`src/rtl/carregador_programa.sv`:
```
// UART boot loader: receives a word count and big-endian 32-bit words over 8N1 serial,
// writes them to instruction memory and releases the processor reset when done.
module carregador_programa #(
    parameter int unsigned CLKS_POR_BIT = 434,
    parameter int unsigned PALAVRAS     = 64
) (
    input  logic        clock,
    input  logic        reset_n,
    input  logic        rx,
    output logic        mem_we,
    output logic [31:0] mem_endereco,
    output logic [31:0] mem_dado,
    output logic        cpu_reset_n,
    output logic        carregado,
    output logic        erro
);
    localparam int unsigned CW = $clog2(CLKS_POR_BIT + 1);
    localparam int unsigned IW = $clog2(PALAVRAS + 1);
    localparam logic [CW-1:0] MEIO    = CW'(CLKS_POR_BIT / 2 - 1);
    localparam logic [CW-1:0] BIT_FIM = CW'(CLKS_POR_BIT - 1);

    typedef enum logic [1:0] {OCIOSO, INICIO, DADOS, PARADA} rx_estado_t;
    typedef enum logic [1:0] {ESPERA_N, RECEBE, CONCLUIDO, ERRO} ld_estado_t;

    logic          rx_meta, rx_sync;
    rx_estado_t    rx_estado;
    logic [CW-1:0] cnt;
    logic [2:0]    n_bit;
    logic [7:0]    deslocador;
    logic          byte_ok, quadro_erro;

    ld_estado_t    estado;
    logic [7:0]    n_palavras;
    logic [1:0]    n_byte;
    logic [23:0]   palavra;
    logic [IW-1:0] indice;
    logic          fim;

    always_ff @(posedge clock or negedge reset_n) begin
        if (!reset_n) begin
            rx_meta <= 1'b1;
            rx_sync <= 1'b1;
        end else begin
            rx_meta <= rx;
            rx_sync <= rx_meta;
        end
    end

    always_ff @(posedge clock or negedge reset_n) begin
        if (!reset_n) begin
            rx_estado   <= OCIOSO;
            cnt         <= '0;
            n_bit       <= '0;
            deslocador  <= '0;
            byte_ok     <= 1'b0;
            quadro_erro <= 1'b0;
        end else begin
            byte_ok     <= 1'b0;
            quadro_erro <= 1'b0;
            case (rx_estado)
                OCIOSO: begin
                    cnt <= '0;
                    if (!rx_sync) rx_estado <= INICIO;
                end
                INICIO: begin
                    if (cnt == MEIO) begin
                        cnt   <= '0;
                        n_bit <= '0;
                        rx_estado <= rx_sync ? OCIOSO : DADOS;
                    end else begin
                        cnt <= cnt + 1'b1;
                    end
                end
                DADOS: begin
                    if (cnt == BIT_FIM) begin
                        cnt        <= '0;
                        deslocador <= {rx_sync, deslocador[7:1]};
                        if (n_bit == 3'd7) rx_estado <= PARADA;
                        else               n_bit     <= n_bit + 1'b1;
                    end else begin
                        cnt <= cnt + 1'b1;
                    end
                end
                PARADA: begin
                    if (cnt == BIT_FIM) begin
                        cnt         <= '0;
                        byte_ok     <= rx_sync;
                        quadro_erro <= !rx_sync;
                        rx_estado   <= OCIOSO;
                    end else begin
                        cnt <= cnt + 1'b1;
                    end
                end
                default: rx_estado <= OCIOSO;
            endcase
        end
    end

    always_ff @(posedge clock or negedge reset_n) begin
        if (!reset_n) begin
            estado       <= ESPERA_N;
            n_palavras   <= '0;
            n_byte       <= '0;
            palavra      <= '0;
            indice       <= '0;
            fim          <= 1'b0;
            mem_we       <= 1'b0;
            mem_endereco <= '0;
            mem_dado     <= '0;
            cpu_reset_n  <= 1'b0;
            carregado    <= 1'b0;
            erro         <= 1'b0;
        end else begin
            mem_we <= 1'b0;
            case (estado)
                ESPERA_N: begin
                    if (quadro_erro) begin
                        estado <= ERRO;
                        erro   <= 1'b1;
                    end else if (byte_ok) begin
                        if (byte_ok && (byte_dado_zero() || {24'b0, deslocador} > 32'(PALAVRAS))) begin
                            estado <= ERRO;
                            erro   <= 1'b1;
                        end else begin
                            n_palavras <= deslocador;
                            n_byte     <= '0;
                            estado     <= RECEBE;
                        end
                    end
                end
                RECEBE: begin
                    // fim delays CONCLUIDO by one cycle so the last write strobe precedes it
                    if (fim) begin
                        fim         <= 1'b0;
                        estado      <= CONCLUIDO;
                        carregado   <= 1'b1;
                        cpu_reset_n <= 1'b1;
                    end else if (quadro_erro) begin
                        estado <= ERRO;
                        erro   <= 1'b1;
                    end else if (byte_ok) begin
                        if (n_byte == 2'd3) begin
                            mem_we       <= 1'b1;
                            mem_dado     <= {palavra, deslocador};
                            mem_endereco <= 32'({indice, 2'b00});
                            indice       <= indice + 1'b1;
                            fim          <= (32'(indice) + 32'd1 == {24'b0, n_palavras});
                        end else begin
                            palavra <= {palavra[15:0], deslocador};
                        end
                        n_byte <= n_byte + 1'b1;
                    end
                end
                CONCLUIDO: begin
                    carregado   <= 1'b1;
                    cpu_reset_n <= 1'b1;
                end
                ERRO: begin
                    erro        <= 1'b1;
                    carregado   <= 1'b0;
                    cpu_reset_n <= 1'b0;
                end
                default: estado <= ERRO;
            endcase
        end
    end

    function automatic logic byte_dado_zero();
        return deslocador == 8'h00;
    endfunction
endmodule

```
`config.mk`:
```
export PLATFORM = sky130hd
export DESIGN_NAME = carregador_programa
export DESIGN_NICKNAME = d
export VERILOG_FILES = /design/src/rtl/carregador_programa.sv
export SDC_FILE = /design/constraint.sdc
export NUM_CORES = 1
export LEC_CHECK = 0
export ABC_AREA = 1
export CORE_ASPECT_RATIO = 0.5
export CORE_MARGIN = 5
export CORE_UTILIZATION = 28
export CTS_BUF_LIST = sky130_fd_sc_hd__clkbuf_8
export CTS_CLUSTER_SIZE = 40
export DETAILED_ROUTE_END_ITERATION = 8
export MAX_ROUTING_LAYER = met4
export SETUP_SLACK_MARGIN = 0.02
export SYNTH_ARGS = -nofsm -noshare
export SYNTH_HDL_FRONTEND = slang
export SYNTH_SLANG_ARGS = --single-unit
```
`constraint.sdc`:
```
create_clock -name clock -period 2.1 [get_ports clock]
set_input_delay 0.42 -clock clock [delete_from_list [all_inputs] [get_ports clock]]
set_output_delay 0.42 -clock clock [all_outputs]
set_load 0.02 [all_outputs]
```
Word level (Yosys, flattened, before mapping):

Index checks and enable logic that the tools add are counted.

* register bits: 112
* bits of input ports: 3
* output and inout bits: 68
* logic and storage cells: 126

* add/sub/neg operators: 5
* order comparisons: 1
* equal/unequal tests: 28
* multiplexer cells: 48
* bitwise operators: 4
* reductions and logical operators: 21

Operator list (count)
* 2-bit two-way mux: 17
* 2-bit inequality test, second input constant: 14
* 9-bit case mux with 3 select lines: 1
* 5-bit AND reduction: 4
* 1-bit two-way mux: 19
* 9-bit two-way mux: 2
* 2-bit equality test, second input constant: 5
* 9-bit by 1-bit adder with 9-bit output, second input constant: 1
* 9-bit by 8-bit equality test with 1-bit output, second input constant: 1
* 9-bit equality test, second input constant: 1
* 3-bit two-way mux: 3
* 3-bit inequality test, second input constant: 3
* 7-bit by 1-bit adder with 8-bit output, second input constant: 1
* 8-bit equality test: 1
* 8-bit by 7-bit > comparator with 1-bit output, second input constant: 1
* 8-bit logical NOT: 1
* 2-bit case mux with 2 select lines: 2
* 2-bit case mux with 4 select lines: 1
* 4-bit AND reduction: 2
* 7-bit by 1-bit adder with 7-bit output, second input constant: 1
* 7-bit AND reduction: 1
* 1-bit case mux with 3 select lines: 2
* 3-bit case mux with 2 select lines: 1
* 3-bit nonzero test: 2
* other kinds (13): 20

Logic depth before layout (Yosys ltp):

* depth in word-level cells: 7
* gate-level depth with buffers: 12
* mapped depth without buffers: 11

Least setup slack after synthesis:

OpenSTA, ideal clock, no wires.

* path kind: reg-to-reg
* start: register cnt[1]
* end: register deslocador[2]
* setup time: 0.128 ns
* arrival time: 1.394 ns
* required time: 1.972 ns
* path slack: 0.578 ns
* cell stages (with the launch flop): 9
* path buffers: 1
* period minus slack after synthesis: 1.522 ns
* cells stage by stage: dfrtp_1 > inv_1 > ha_1 > nand2_1 > nor3b_1 > nand2_1 > nor3_4 > buf_6 > o21ai_0

* cells in the longest elaborated chain, start to end: 2

RTL lines
* start, declared: RTL line 27 `logic [CW-1:0] cnt;`
* start signal, assigned: RTL line 71 `cnt <= cnt + 1'b1;`
* start signal, assigned: RTL line 81 `cnt <= cnt + 1'b1;`
* start signal, assigned: RTL line 91 `cnt <= cnt + 1'b1;`
* 9-bit equality test: RTL line 75 `if (cnt == BIT_FIM) begin`
* 2-bit AND reduction (no source line)
* end signal, assigned: RTL line 77 `deslocador <= {rx_sync, deslocador[7:1]};`
* end, declared: RTL line 29 `logic [7:0] deslocador;`

Every way passes these cells.
A chain may end at the register's enable or synchronous reset.

Worst setup path after layout:

* start: register mem_dado[14]
* end: output mem_dado[14]

RTL lines
* start, declared: RTL line 12 `output logic [31:0] mem_dado,`
* start signal, assigned: RTL line 144 `mem_dado <= {palavra, deslocador};`

No word-level cell between the ends.

==> out/results.ini <==
[power]
power_density_nw_per_um2=598
ir_worst_vdd_v=0.000324
total_leakage_power_nw=2.66

[die]
rows=34
die-height_um=105
floorplan.core_area_um2=17500
boundaryPins=71
floorplan.initialDensity_pct=28.8
fp.dieArea_um2=20900
fp.dieW_um=199

[synth]
ys.warnings.count=0
post_synthesis_instance_area_um2=5030
yosysUniqueCellTypes=34
syn-instance-count=571
avgSynthCellArea_um2=8.80
synth_seq_cells=112
ys_seq_area_share_pct=55.8

[clock_tree]
inserted_clock_buffers=9
worst_setup_hold_path_clk_slew_ns=0.12
clock_tree.htree_level_count=3
cts_tree=yes
clk-insertion-delay-late_ns=0.37
cts_root_buffer=clkbuf_8
clock_sinks=112
cts_repair_resize_count=0
clock_path_buffers=2

[detailed_routing]
drt_first_pass_iters=4
drcViolationCount=0
wl_per_cell_um=11.4
total_wirelength_of_the_detailed_routed_design_um=9750
vias=3624
avg_vias_per_cell=4.24
dr.first_iter.drc_count=165
final_antenna_net_count=0

[worst_setup_path]
max_stage_delay_ns=0.62
buf_inv_stages_crit_path=1
timing.critical_path.to_type=output pin
critPathTopFamily=buffers and inverters
worstPathRequired_ns=1.68
list_of_cells_traversed_by_the_critical_path=clkdlybuf4s50_1
crit_slowest_cell=clkdlybuf4s50_1
path_class=reg2out
cp.arrival_ns=1.38
worst_setup_path_start_kind=register
critical_path.max_fanout=2

[placed_design]
pre_cts_slack_ns=0.272
port-buffer-count=45
gp_routability_congestion=0.809
dp.final_hpwl_um=7090

[global_route]
grt_antenna_before_repair=0
overflow=0
grt.total_usage_pct=9.95
grt_pass1_wl_um=16800
via_count_of_the_first_global_routing_pass=3444
pin_count_of_the_biggest_net_entering_global_routing=49

[cells_and_area]
synthesis_to_layout_area_growth_pct=16.2
layout.nets=625
n_antenna_cell=0
fraction_of_final_layout_cells_sized_beyond_drive_strength_1_pct=6.29
fillers=1837

[sta]
worst_clock_skew_ns=0.0155
timing.fmax_ghz=0.556
postLayoutSetupSlackWorst_ns=0.301
final.min_clock_period_ns=1.80
timing.slew.headroom_pct=64.2
setup-tns-final_ns=0
layout_worst_path_cycle_share_pct=85.6
timing.final.hold_violations=0
final_number_of_max_transition_violations=0
worst_slew_pin_slew_ns=0.537
setup_violators_final=0
grt_setup_unrepaired=false

[min_path]
min-delay-path-class=reg2reg

[job]
timing.max_cap.violations=0

[status]
status=finished, final reports clean

-- cells by family (layout without fill, tap and decap cells) --
logic type | count (synthesis) | count (layout) | synth area share, %
AO/OA/AOI/OAI | 90 | 90 | 9.51
XOR/XNOR | 9 | 9 | 1.57
adder cells (fa/ha/maj) | 7 | 7 | 1.74
buffers and inverters | 104 | 129 | 10.9
flip-flops | 112 | 112 | 55.8
other | 1 | 25 | 0.0746
AND/OR/NAND/NOR | 248 | 248 | 20.5
-- per-layer routing --
metal	wire, um	part of all wire [%]	track usage, %	vias to the layer above
met4	67	0.69	2.23	0
met5	0	0	-	-
met3	339	3.5	2.51	5
met2	4550	47	15.5	57
met1	4790	49	13.2	1725
li1	-	-	-	1837
-- synthesized netlist by cell type, drive strengths merged --
cell | n | area share, %
o21bai | 1 | 0.15
a21oi | 3 | 0.30
nor3b | 1 | 0.15
dfstp | 2 | 1.0
nand2 | 180 | 13
or3 | 1 | 0.22
a22oi | 1 | 0.15
nand3 | 23 | 2.4
nor4 | 2 | 0.25
o21ai | 82 | 8.5
conb | 1 | 0.075
clkbuf | 3 | 0.22
nor3 | 6 | 0.82
buf | 42 | 6.2
o211ai | 1 | 0.15
nor2 | 29 | 2.4
nand4 | 5 | 0.62
ha | 7 | 1.7
xor2 | 5 | 0.87
nand3b | 1 | 0.15
dfrtp | 110 | 55
a211oi | 2 | 0.30
xnor2 | 4 | 0.70
inv | 59 | 4.4
-- area by class of cell --
class	count	area (um2)	area share, %
flip-flops and latches	112	2810	48.0
multi-input cells	379	1770	30.2
repair buffers	54	568	9.73
well taps	234	293	5.01
inverters	59	221	3.79
clock buffers	9	124	2.12
clock inverters	7	62.6	1.07
-- power by group --
group	leakage, nW	internal [mW]	switching [mW]
Combinational	1.03	0.0141	0.0845
Sequential	1.54	2.16	0.00115
Clock	0.0859	0.455	0.779
Total	2.66	2.63	0.865
-- final timing paths --
| path | start | endpoint | slack [ns] | cells after the start |
|---|---|---|---|---|
| worst max-delay path | mem_dado[14] | mem_dado[14] | 0.30 | 1 |
| worst min-delay path | rx_meta | rx_sync | 0.37 | 0 |
| worst max register to register | cnt[1] | deslocador[4] | 0.39 | 8 |
| worst min register to register | rx_meta | rx_sync | 0.37 | 0 |
| max in group asynchronous | reset_n | rx_meta | 0.97 | 3 |
| min in group asynchronous | reset_n | mem_dado[2] | 0.51 | 2 |
-- placed cells by master, fill, tap and decap left out, types with 2 or more instances in the layout --
| master | count |
|---|---|
| clkdlybuf4s50_1 | 44 |
| buf_12 | 4 |
| inv_2 | 2 |
| ha_1 | 7 |
| buf_4 | 5 |
| clkbuf_8 | 9 |
| nor3_1 | 5 |
| nand2_1 | 179 |
| conb_1 | 25 |
| nand3_1 | 22 |
| nor4_1 | 2 |
| inv_1 | 57 |
| o21ai_2 | 4 |
| xor2_1 | 5 |
| o21ai_0 | 51 |
| a21oi_1 | 3 |
| a211oi_1 | 2 |
| xnor2_1 | 4 |
| clkinvlp_4 | 3 |
| dfstp_2 | 2 |
| o21ai_1 | 27 |
| dfrtp_1 | 110 |
| inv_8 | 2 |
| nor2_1 | 27 |
| nand4_1 | 5 |
-- through the flow --
stage,hold slack [ns],util (%),power [mW],std cells,instance area [um2]
after floorplan,0.124,-,2.28,595,5120
after global placement,0.354,32.2,2.30,836,5620
after detailed placement,0.354,32.2,2.30,836,5620
after CTS,0.369,33.3,3.55,853,5820
after global routing,0.371,33.4,3.65,854,5840
final,0.368,33.4,3.49,854,5840
-- sequential cells by signal (all words and copies together), names as in the netlist, 2 cells and up, named ones only --
register and cells:
indice 7, palavra 24, mem_endereco 7, n_bit 3, deslocador 8, n_byte 2
estado 2, mem_dado 32, cnt 9, n_palavras 8
-- repair_timing --
| item | 4_1_cts | 5_1_grt |
|---|---|---|
| endpoints found under the setup margin | 0 | 1 |
| hold buffers | 1 | 0 |
| setup buffers | 0 | 1 |
| hold endpoints to repair | 26 | 0 |
No activity file was read; power rests on OpenSTA's default activity.
==> variant 1 (config.mk and constraints unchanged) <==
Change the parameter `CLKS_POR_BIT` from 434 to 868.
--- a/src/rtl/carregador_programa.sv
+++ b/src/rtl/carregador_programa.sv
@@ -2,5 +2,5 @@
 // writes them to instruction memory and releases the processor reset when done.
 module carregador_programa #(
-    parameter int unsigned CLKS_POR_BIT = 434,
+    parameter int unsigned CLKS_POR_BIT = 868,
     parameter int unsigned PALAVRAS     = 64
 ) (
Check against the original RTL: same outputs for any inputs over 10 cycles, from zero or initial values and one cycle with reset_n low; that may be too few to reach the edited logic, so the function may still have changed.
==> variant 1 against the original RTL <==
Routed wire length rose by 1.6%. Sequential cell count is 1 higher. Total power grew 27%. Setup slack got worse by 0.053 ns. Core utilization increased by 1.2 points. Design area grew 3.0%. Area after synthesis shrank 1.2%.
==> variant 1: results (changes against the original RTL) <==
| Metric | Value |
|---|---|
| WL/cell | 11.56 um (+1.3%) |
| Area contributors post-synth | dfrtp_1, nand2_1, o21ai_0, buf_4, inv_1 |
| First-pass GRT wire length | 16.83 mm (about the same) |
| Reg clk slew, reported paths | 0.08 ns (-0.04 ns) |
| FF/Latch Area | 2830 um^2 (+0.89%) |
| Final estimated routing congestion in global placement | 0.7857 (-2.9%) |
| Relative slew slack | 58.50% (-5.7 points) |
| Pre-CTS WS | 0.3710 ns (+0.09866 ns) |
| # placed instances | 824 (-1.4%) |
| Non-clk bufs | 51 (-5.6%) |
| Area of the multi-input gates | 1738 um^2 (-1.6%) |
| Logic inverters | 52 (-12%) |
| Commonest cells post-synth | nand2_1, dfrtp_1, o21ai_0 |
| Num CTS Buffers | 17 (+8) |
| Period Utilization, post-route | 88.17% (+2.5 points) |
| CTS H-tree depth | 4 (+1) |
| Synth Area in Compound Gates | 8.566% (-0.94 points) |
| Worst R2R Setup Slack | 0.36 ns (-0.03 ns) |
| Reg2reg start | estado[0] |
| Data buffer area share | 8.822% (-0.90 points) |
| Total GRT Usage | 10.28% (+0.32 points) |
| Iter 0 DRT Violations | 311 (+88%) |
| Leakage power | 2.770 nW (+4.2%) |
| Int Pwr | 3.475 mW (+32%) |
| Hpwl dp | 6.829 mm (-3.7%) |
| Routed Wire Length | 9.897 mm (+1.6%) |
| Fraction of area in registers | 47.07% (-0.96 points) |
| Final core utilization | 34.56% (+1.2 points) |
| Distinct cells, synth | 32 (-5.9%) |
| Placed cell areas | 5587 um^2 (-0.67%) |
| Worst-Skew Late Latency | 0.42 ns (+0.05 ns) |
| Hold Path Class | primary input to asynchronous set/reset pin |
| Synth Area in Adders | 1.512% (-0.23 points) |
| Post-Synth XOR/XNOR Area | 1.235% (-0.33 points) |
| Clock buffers | 21 (+12) |
| Seq cells | 113 (+0.89%) |
| Vias per cell | 4.150 (-2.2%) |
| Crit path DAT | 1.43 ns (+0.05 ns) |
| Synthesized instance count | 559 (-2.1%) |
| Status | finished, final reports clean |
| Vias in the first global route | 3398 (-1.3%) |
| Largest net degree at the start of global routing | 114 (+130%) |
| Seq/Total Area, Yosys | 56.99% (+1.2 points) |
-- variant 1: cell types whose count changed in the layout (fill, tap and decap cells not counted), moves of 4 or more --
cell      before  now
clkbuf_8       9   21
inv_1         57   52
nand2_1      179  168
nor3_1         5    9
o21ai_1       27   20
or2_2          0    4
-- variant 1: power groups by stage --
stage | Clock (mW) | Combinational (mW) | Sequential (mW)
2_1_floorplan | 0 | 0.0747 | 2.22
5_1_grt | 2.32 | 0.103 | 2.18
3_3_place_gp | 0 | 0.0915 | 2.22
6_report | 2.16 | 0.0884 | 2.18
4_1_cts | 2.23 | 0.0911 | 2.18
3_5_place_dp | 0 | 0.0914 | 2.22
-- variant 1: layer usage --
layer  track usage [%]  share of wire, %  vias to the layer above  wire, um
li1                  -                 -                     1827         -
met2             15.10                46                       50      4528
met3             2.460               2.6                        8       257
met5                 -                 0                        -         0
met1             13.71                50                     1667      4996
met4             4.077               1.2                        0       115
==> variant 2 (same settings) <==
Without the edit above. Make the reset (`reset_n`) synchronous in 3 clocked blocks.
--- a/src/rtl/carregador_programa.sv
+++ b/src/rtl/carregador_programa.sv
@@ -37,5 +37,5 @@
     logic          fim;
 
-    always_ff @(posedge clock or negedge reset_n) begin
+    always_ff @(posedge clock) begin
         if (!reset_n) begin
             rx_meta <= 1'b1;
@@ -47,5 +47,5 @@
     end
 
-    always_ff @(posedge clock or negedge reset_n) begin
+    always_ff @(posedge clock) begin
         if (!reset_n) begin
             rx_estado   <= OCIOSO;
@@ -97,5 +97,5 @@
     end
 
-    always_ff @(posedge clock or negedge reset_n) begin
+    always_ff @(posedge clock) begin
         if (!reset_n) begin
             estado       <= ESPERA_N;
Behaviour: same outputs for any inputs over 10 cycles, from zero or initial values and one cycle with reset_n low; that may be too few to reach the edited logic, so the function may still have changed.
==> variant 2 against the original RTL <==
Design area shrank 7.6%. Clock skew grew 0.0032 ns. Routed wire length rose by 4.0%. Sequential cell count stayed put. Area after synthesis decreased by 7.0%. Count of clock-buffer cells in the layout grew 1. Setup slack worse by 0.061 ns. Total power grew 0.12%. Highest routed layer unchanged.
==> variant 2: results (changes against the original RTL) <==
| Metric | Value |
|---|---|
| M2 GR Usage | 17.38% (+1.9 points) |
| Crit Path Max Fanout | 28 (+26) |
| Least-Margin Pin Slew | 0.6201 ns (+0.08282 ns) |
| Seq/Total Area, Yosys | 47.95% (-7.8 points) |
| Clock tree buffer depth | 2 (unchanged) |
| M3 GR Usage | 3.512% (+1.0 points) |
| Met1 GRT Util | 13.43% (+0.22 points) |
| Worst-Skew Late Latency | 0.38 ns |
| Leakage power | 2.035 nW (-23%) |
| Status | finished, final reports clean |
| Buffers on Ports | 45 (unchanged) |
| Detailed Routing Iterations Pass 1 | 4 (unchanged) |
| First-pass GRT wire length | 16.98 mm (+0.98%) |
| Fraction of layout cells with a size suffix above 1 | 5.965% (-0.32 points) |
| Hold path startpoint | rx_meta |
| Pre-CTS WS | 0.2838 ns (+0.01150 ns) |
| Reg clk slew, reported paths | 0.11 ns |
| Area contributors post-synth | dfxtp_1, a21oi_1, o21ai_0, nand2_1, inv_1 |
| Initial antenna violation count | 0 (unchanged) |
| CTS H-tree depth | 3 (unchanged) |
| Commonest cells post-synth | dfxtp_1, a21oi_1, nand2_1, o21ai_0, inv_1 |
| Root buf cell | clkbuf_8 |
| Routed Wire Length | 10.14 mm (+4.0%) |
| Distinct cells, synth | 33 (-2.9%) |
| Iter 0 DRT Violations | 173 (+4.8%) |
| Number of synthesis warnings | 0 (unchanged) |
| # diodes | 0 (unchanged) |
| Hpwl dp | 7.286 mm (+2.7%) |
| NumNets Final | 642 (+2.7%) |
| DR vias | 3781 (+4.3%) |
| Post-CTS sizing | 0 (unchanged) |
| Reg2reg start | n_byte[0] |
| Largest net degree at the start of global routing | 84 (+71%) |
| Postcts setup bufs | 0 (unchanged) |
| Hold Path Class | flip-flop to flip-flop |
| Final estimated routing congestion in global placement | 0.8160 (+0.82%) |
| Filler cells | 1758 (-4.3%) |
| Vias in the first global route | 3578 (+3.9%) |
| Crit path DAT | 2.13 ns (+0.75 ns) |
| Total GRT Usage | 10.97% (+1.0 points) |
| NetSw | 0.8683 mW (+0.36%) |
| VDD IR max | 257.1 uV (-21%) |
| Regs by FF count | mem_dado (32), palavra (24), cnt (9) |
| Critical path class | flip-flop to flip-flop |
| Final clock skew | 0.01866 ns (+0.003208 ns) |
| Async SR Flop Fraction | 0% (-100 points) |
| Num CTS Buffers | 9 (unchanged) |
==> variant 2: final timing paths <==
check	to	slack [ns]	cells after the start
worst max-delay path	palavra[11]	0.24	6
worst min register to register	rx_sync	0.42	1
worst min-delay path	rx_sync	0.42	1
worst max register to register	palavra[11]	0.24	6
==> variant 2: final cells by class <==
class	count	area [um^2]	share of cell area, %
Clock buffer	10	137.6	2.550
Tap cell	227	284.0	5.263
Timing Repair Buffer	49	488.0	9.042
Inverter	69	259.0	4.799
Multi-Input combinational cell	391	1943	36.01
Clock inverter	6	42.54	0.7883
Sequential cell	112	2242	41.55
==> variant 2: layer usage <==
layer  vias to the layer above  part of all wire (%)
met2                        70                    45
met3                        12                   6.3
met4                         0                   1.3
li1                       1980                     -
met1                      1719                    47
met5                         -                     0
==> variant 2: cells by family after synthesis <==
family,count (synthesis),share of synthesized area (%)
AO/OA/AOI/OAI,174,18.92
XOR/XNOR,8,1.499
adder cells (fa/ha/maj),7,1.873
buffers and inverters,122,12.42
flip-flops,112,47.95
other,1,0.08020
AND/OR/NAND/NOR,177,17.26
==> variant 2: power by group through the flow <==
stage               Clock (mW)  Sequential, mW  Combinational [mW]
floorplan                    0            2.18               0.159
global placement             0            2.18               0.145
detailed placement           0            2.18               0.149
CTS                       1.25            2.14               0.151
global route              1.35            2.14               0.172
finish                    1.21            2.14               0.151
==> variant 2: through the flow <==
stage	instance area [um^2]	std cells	power (mW)
final	5396	864	3.497
after CTS	5396	864	3.536
after detailed placement	5216	848	2.334
after floorplan	4766	625	2.343
after global routing	5396	864	3.656
after global placement	5216	848	2.330
==> variant 2: critical path, stage by stage, from the launching register on <==
cell and delay [ns]:
dfxtp_1 0.35, ha_1 0.25, nor3_4 0.31, nand2_2 0.34
buf_4 0.30, o21ai_1 0.14, a21oi_1 0.06
